<file path="src/rtl/dmem_bus_bridge.sv">
// Bridges the Mem-stage single-cycle access onto a one-outstanding req/gnt/rvalid data bus,
// stalling the pipeline until completion and bounding each transaction with a timeout.
module dmem_bus_bridge #(
  parameter int          TIMEOUT  = 16,
  parameter logic [31:0] ERR_DATA = 32'h0000_0000
) (
  input  logic        clk_i,
  input  logic        reset_i,
  input  logic        core_req_i,
  input  logic        core_we_i,
  input  logic [31:0] core_add_i,
  input  logic [31:0] core_di_i,
  input  logic [3:0]  core_ble_i,
  output logic [31:0] core_do_o,
  output logic        core_stall_o,
  output logic        bus_req_o,
  output logic        bus_we_o,
  output logic [31:0] bus_add_o,
  output logic [31:0] bus_wdata_o,
  output logic [3:0]  bus_be_o,
  input  logic        bus_gnt_i,
  input  logic        bus_rvalid_i,
  input  logic [31:0] bus_rdata_i,
  output logic        err_o,
  output logic [31:0] err_add_o
);

  localparam logic [1:0] IDLE  = 2'd0;
  localparam logic [1:0] ADDR  = 2'd1;
  localparam logic [1:0] RDATA = 2'd2;
  localparam logic [1:0] DONE  = 2'd3;

  localparam int           CW    = $clog2(TIMEOUT);
  localparam logic [CW-1:0] LIMIT = CW'(TIMEOUT - 1);

  logic [1:0]    state_q, state_d;
  logic          req_q, we_q, err_q;
  logic [31:0]   add_q, wdata_q, do_q, err_add_q;
  logic [3:0]    be_q;
  logic [CW-1:0] cnt_q;
  logic          at_limit, timeout, capture;

  assign at_limit = (cnt_q == LIMIT);

  always_comb begin
    state_d = state_q;
    timeout = 1'b0;
    capture = 1'b0;
    case (state_q)
      IDLE: if (core_req_i) state_d = ADDR;
      ADDR: begin
        // A grant on the final allowed cycle still wins over the timeout.
        if (bus_gnt_i) begin
          state_d = we_q ? DONE : RDATA;
        end else if (at_limit) begin
          state_d = DONE;
          timeout = 1'b1;
        end
      end
      RDATA: begin
        if (bus_rvalid_i) begin
          state_d = DONE;
          capture = 1'b1;
        end else if (at_limit) begin
          state_d = DONE;
          timeout = 1'b1;
        end
      end
      default: state_d = IDLE;
    endcase
  end

  always_ff @(posedge clk_i) begin
    if (reset_i) begin
      state_q   <= IDLE;
      req_q     <= 1'b0;
      we_q      <= 1'b0;
      add_q     <= '0;
      wdata_q   <= '0;
      be_q      <= '0;
      do_q      <= '0;
      err_q     <= 1'b0;
      err_add_q <= '0;
      cnt_q     <= '0;
    end else begin
      state_q <= state_d;
      if (state_q == IDLE && core_req_i) begin
        req_q   <= 1'b1;
        we_q    <= core_we_i;
        add_q   <= core_add_i;
        wdata_q <= core_di_i;
        be_q    <= core_ble_i;
        cnt_q   <= '0;
      end else if ((state_q == ADDR || state_q == RDATA) && !at_limit) begin
        // Saturates at the limit so a grant on the last cycle leaves one RDATA cycle.
        cnt_q <= cnt_q + CW'(1);
      end
      if (state_q == ADDR && state_d != ADDR) req_q <= 1'b0;
      if (capture) begin
        do_q <= bus_rdata_i;
      end else if (timeout && !we_q) begin
        do_q <= ERR_DATA;
      end
      if (timeout) begin
        err_q <= 1'b1;
        if (!err_q) err_add_q <= add_q;
      end
    end
  end

  assign core_stall_o = (state_q == IDLE && core_req_i) || state_q == ADDR || state_q == RDATA;
  assign core_do_o    = do_q;
  assign bus_req_o    = req_q;
  assign bus_we_o     = we_q;
  assign bus_add_o    = {add_q[31:2], 2'b00};
  assign bus_wdata_o  = wdata_q;
  assign bus_be_o     = be_q;
  assign err_o        = err_q;
  assign err_add_o    = err_add_q;

endmodule

</file>
<file path="config.mk">
export PLATFORM = sky130hd
export DESIGN_NAME = dmem_bus_bridge
export DESIGN_NICKNAME = d
export VERILOG_FILES = /design/src/rtl/dmem_bus_bridge.sv
export SDC_FILE = /design/constraint.sdc
export NUM_CORES = 1
export LEC_CHECK = 0
export ABC_AREA = 1
export BUFFER_PORTS_ARGS = -buffer_cell sky130_fd_sc_hd__buf_2
export CORE_ASPECT_RATIO = 1.25
export CORE_UTILIZATION = 47
export CTS_CLUSTER_SIZE = 40
export DETAILED_ROUTE_END_ITERATION = 6
export HOLD_SLACK_MARGIN = 0.06
export PLACE_DENSITY = 0.79
export SKIP_CTS_REPAIR_TIMING = 1
export SLEW_MARGIN = 20
export SYNTH_ARGS = -nofsm -noshare
export SYNTH_HDL_FRONTEND = slang
export SYNTH_SLANG_ARGS = --single-unit
</file>
<file path="constraint.sdc">
create_clock -name clk_i -period 1.7 [get_ports clk_i]
set_input_delay 0.085 -clock clk_i [delete_from_list [all_inputs] [get_ports clk_i]]
set_output_delay 0.085 -clock clk_i [all_outputs]
set_load 0.05 [all_outputs]
</file>
Yosys cells after proc, flatten, opt, wreduce, memory -nomap -nowiden
Index checks and enable logic that the tools add are counted.
{"block": "word_totals", "reg_bits": 141, "out_inout_bits": 136, "elab_cells": 44}
{"block": "op_classes", "add_sub_neg": 1, "n_eq_ne": 4, "mux": 14, "bitwise": 1, "n_reduce_logical": 14}
{"operator": "$mux 32", "n": 2}
{"operator": "$mux 2", "n": 4}
{"operator": "$mux 1", "n": 6}
{"operator": "$pmux 2 s3", "n": 1}
{"operator": "$add 4x1->4 const B", "n": 1}
{"operator": "$eq 4x4->1 const B", "n": 1}
{"operator": "$logic_and 1x1->1", "n": 4}
{"operator": "$reduce_or 2->1", "n": 2}
{"operator": "$logic_or 1x1->1", "n": 3}
{"operator": "$eq 2x1->1 const B", "n": 1}
{"operator": "$eq 2x2->1 const B", "n": 1}
{"operator": "$logic_not 1->1", "n": 2}
{"operator": "$logic_not 2->1", "n": 1}
{"operator": "$ne 2x1->1 const B", "n": 1}
{"operator": "$pmux 1 s2", "n": 1}
{"operator": "$reduce_and 2->1", "n": 1}
{"operator": "$reduce_bool 2->1", "n": 1}
{"operator": "$not 1->1", "n": 1}

Depth between registers and ports, before layout
{"block": "logic_depth", "word_depth": 7, "depth_mapped": 8, "ltp_nobuf": 8}

Least setup slack after synthesis
Ideal clock, no wire load.
{"block": "synth_timing", "kind": "register to register", "start": "reg state_q[1]", "end": "reg err_add_q[29], in the netlist err_add_o[29]", "t_arrival_ps": 1393, "t_required_ps": 1582, "path_slack_ps": 189, "path_stages_with_launch": 9, "path_buffers": 1, "synth_period_minus_slack_ps": 1511, "cell_sequence": "dfxtp_1 > inv_1 > ha_1 > inv_1 > nor2_4 > nand3_4 > buf_6 > o21ai_1 > a21oi_2"}
{"block": "synth_between", "elab_chain_len": 3, "word_cells_on_any_way": 4, "classes_between": "eq/ne (2); mux (1); reduce/logical (1)"}
{"element": "from (decl)", "line": "36", "text": "logic [1:0] state_q, state_d;"}
{"element": "from (signal assigned)", "line": "86", "text": "state_q <= state_d;"}
{"element": "$eq 2x2->1 / $eq 2x1->1 (equally long branches)", "line": "49", "text": "case (state_q)"}
{"element": "$pmux 1 s2 (*)", "line": "49"}
{"element": "$reduce_and 2->1 (no source line) (*)"}
{"element": "to (signal assigned)", "line": "106", "text": "if (!err_q) err_add_q <= add_q;"}
{"element": "to (decl)", "line": "38", "text": "logic [31:0] add_q, wdata_q, do_q, err_add_q;"}
Every way passes the cells marked *; elsewhere a longest branch is shown, timed or not.
A chain may end at the register's enable or synchronous reset.

Worst setup path in the final report
{"block": "layout_timing", "start": "reg state_q[0]", "end": "out core_stall_o"}
{"block": "layout_between", "elab_chain_len": 4, "word_cells_on_any_way": 6, "classes_between": "eq/ne (2); reduce/logical (4)"}
{"element": "$logic_not 2->1", "line": "111", "text": "assign core_stall_o = (state_q == IDLE && core_req_i) || state_q == ADDR || state_q == RDATA;"}
{"element": "$logic_and 1x1->1", "line": "111"}
{"element": "$logic_or 1x1->1", "line": "111"}
{"element": "$logic_or 1x1->1 (*)", "line": "111"}
{"element": "to (decl)", "line": "15", "text": "output logic core_stall_o,"}
Marks and branches as above.

==> flow_summary.ini <==
[worst_setup_path]
worstPathMaxFanout = 4
crit_type = reg -> out
cp.required_ns = 1.62
worstPathCellList = buf_4, ha_1, buf_4, nor2_2, nand2_1, buf_6
crit_path_max_incr_delay_ns = 0.31
cp.arrival_ns = 1.53
crit_top_cell = buf_4
crit_family = buffers and inverters
cp.buffers_inverters = 3
crit_path_end_kind = output pin
cpMaxStageDelayCell = dfxtp_1
start_kind = register

[synthesis]
seq_area_frac_synth = 0.510
ys.flop_type = dfxtp_1
synth_top_area_frac = 0.510
syn_inst = 683
ys_async_sr_fraction = 0
synthMuxAreaShare = 0
synth_top_area_cell = dfxtp_1
syn-mean-instance-area_sq_um = 8.11
syn-cell-area_sq_um = 5540
yosys_warnings = 0
synth.most_common_cell = nor2_1
synthXorXnorAreaFrac = 0.00158
synthSimpleGateAreaFrac = 0.178
synth_top_family_by_area = compound AO/OA/AOI/OAI gates
synthTopCellsByArea = dfxtp_1, nor2_1, o21ai_0
synth_edf_count = 0
synth_common_cells = nor2_1, dfxtp_1, o21ai_0
synth_fa_ha_area_frac = 0.0113
ys_seq_elements = 141
ys_types = 25
synth-compound-area-share = 0.184

[placed_design]
dp_hpwl_um = 9260
routabilityCongestion = 0.840
place_ws_ns = 0.0600
portBuffers = 239
placed_cells = 1002

[sta]
fin_crit_sh = 0.948
whs_ns = 0.0610
final-setup-viol-count = 0
worst_clock_skew_ns = 0.00947
tns_ns = 0
final_hold_viol_count = 0
max_freq_ghz = 0.621
slew_viol_final = 0
rsz0062_at_grt = true
timing.final.ws_setup_ns = 0.0884
fin_crit_ns = 1.61

[route]
vias = 5712
drc_errors = 0
met3WireLength_um = 1040
highest-signal-layer = met4
drtAntennaViolNets = 0
m1WireLength_um = 6400
met2_length_um = 8340
avgViaCountPerCell = 5.02
wl_um = 16300
drtIter0Drc = 239
drt_first_pass_iters = 5
wire_per_inst_um = 14.3

[layout]
drive_gt1_frac = 0.345
nNetsFinal = 1102
post-route-util = 0.741
nFillCells = 812
n_antenna_cell = 0
final_cells = 1138
syn_to_final_growth_pct = 51.1

[die]
pin_count = 242
die_x_um = 99.1
chipHeight_um = 123
rows = 43
die_area_sq_um = 12200
initial_core_util = 0.490
core-area_sq_um = 11300

[clock_tree]
cts_tree = done
cts-root-buf = clkbuf_16
clk_path_buf_depth = 2
cts.sinks = 141
numCtsBuffers = 17
clk-insertion-delay-late_ns = 0.41
htreeDepth = 4
clk_pin_slew_ns = 0.06

[pwr]
vdd_drop_max_mv = 0.731
p_leak_nw = 3.85
power.density_nw_per_um2 = 1410

[global_route]
antenna_found_initial = 0
grt_usage = 0.222
grt_max_degree = 64
gr-total-overflow = 0
grt_pass1_wl_um = 21600
grt_pass1_vias = 4564

[run]
drv_cap = 0

[run_status]
status = complete, no violations

[min_path]
hp-class = in -> reg
-- power breakdown --
| part | switching, W | internal, W |
|---|---|---|
| combinational | 0.00276 | 0.00111 |
| sequential | 0.000283 | 0.00376 |
| clock | 0.00143 | 0.00244 |
-- metal layers --
| layer | GRT usage | vias to the layer above |
|---|---|---|
| li1 | - | 2792 |
| met1 | 0.262 | 2624 |
| met2 | 0.381 | 247 |
| met3 | 0.0594 | 49 |
| met4 | 0.0956 | 0 |
| met5 | 0 | - |
-- sequential cells by signal (all words and copies together), names as in the netlist --
name         cells
bus_we_o         1
err_add_o       32
bus_be_o         4
core_do_o       32
state_q          2
cnt_q            4
add_q           32
bus_req_o        1
bus_wdata_o     32
err_o            1
-- kinds of logic (layout without fill, tap and decap cells) --
logic type,after synthesis,count (layout)
AO/OA/AOI/OAI,174,174
XOR/XNOR,1,1
adder cells (fa/ha/maj),5,5
buffers and inverters,122,441
flip-flops,141,141
other,1,2
AND/OR/NAND/NOR,239,239
-- area by class of cell --
| cell class | count | area (sq um) | share of cell area |
|---|---|---|---|
| Multi-Input combinational cell | 421 | 2100 | 0.250 |
| Sequential cell | 141 | 2820 | 0.337 |
| Clock buffer | 20 | 467 | 0.0558 |
| Timing Repair Buffer | 364 | 2480 | 0.297 |
| Tap cell | 135 | 169 | 0.0202 |
| Inverter | 46 | 173 | 0.0206 |
| Clock inverter | 11 | 156 | 0.0187 |
-- tightest hold or removal path, stage by stage --
cell,delay [ns]
buf_2,0.12
o21ai_4,0.08
nand2_1,0.07
a21oi_1,0.06
-- through the flow --
step / area [sq um] / total power (W)
after global routing: 8370 / 0.0124
after CTS: 7300 / 0.0115
final: 8370 / 0.0118
after floorplan: 5540 / 0.00693
after detailed placement: 6680 / 0.00768
after global placement: 6680 / 0.00764
-- path summary, 6_finish.rpt --
check                             from                          to  slack [ns]  cells after the start
max              state_q[0]$_SDFF_PP0_                core_stall_o        0.09                      6
min                       bus_rvalid_i          err_o$_SDFFE_PP0N_        0.06                      4
max reg2reg      state_q[0]$_SDFF_PP0_  err_add_o[11]$_SDFFE_PP0P_        0.09                      8
min reg2reg  err_add_o[0]$_SDFFE_PP0P_   err_add_o[0]$_SDFFE_PP0P_        0.44                      2
-- layout by cell type, fill, tap and decap left out, types with 7 or more instances in the layout --
cell type / count
o21ai_1: 17
a21oi_1: 43
a21oi_2: 28
dlygate4sd3_1: 101
o21ai_2: 11
buf_12: 7
clkbuf_16: 17
nand2_1: 50
dfxtp_1: 140
nor2_1: 144
nand3_1: 37
inv_1: 43
buf_2: 238
buf_4: 16
o21ai_0: 74
No activity file was read; power rests on OpenSTA's default activity.
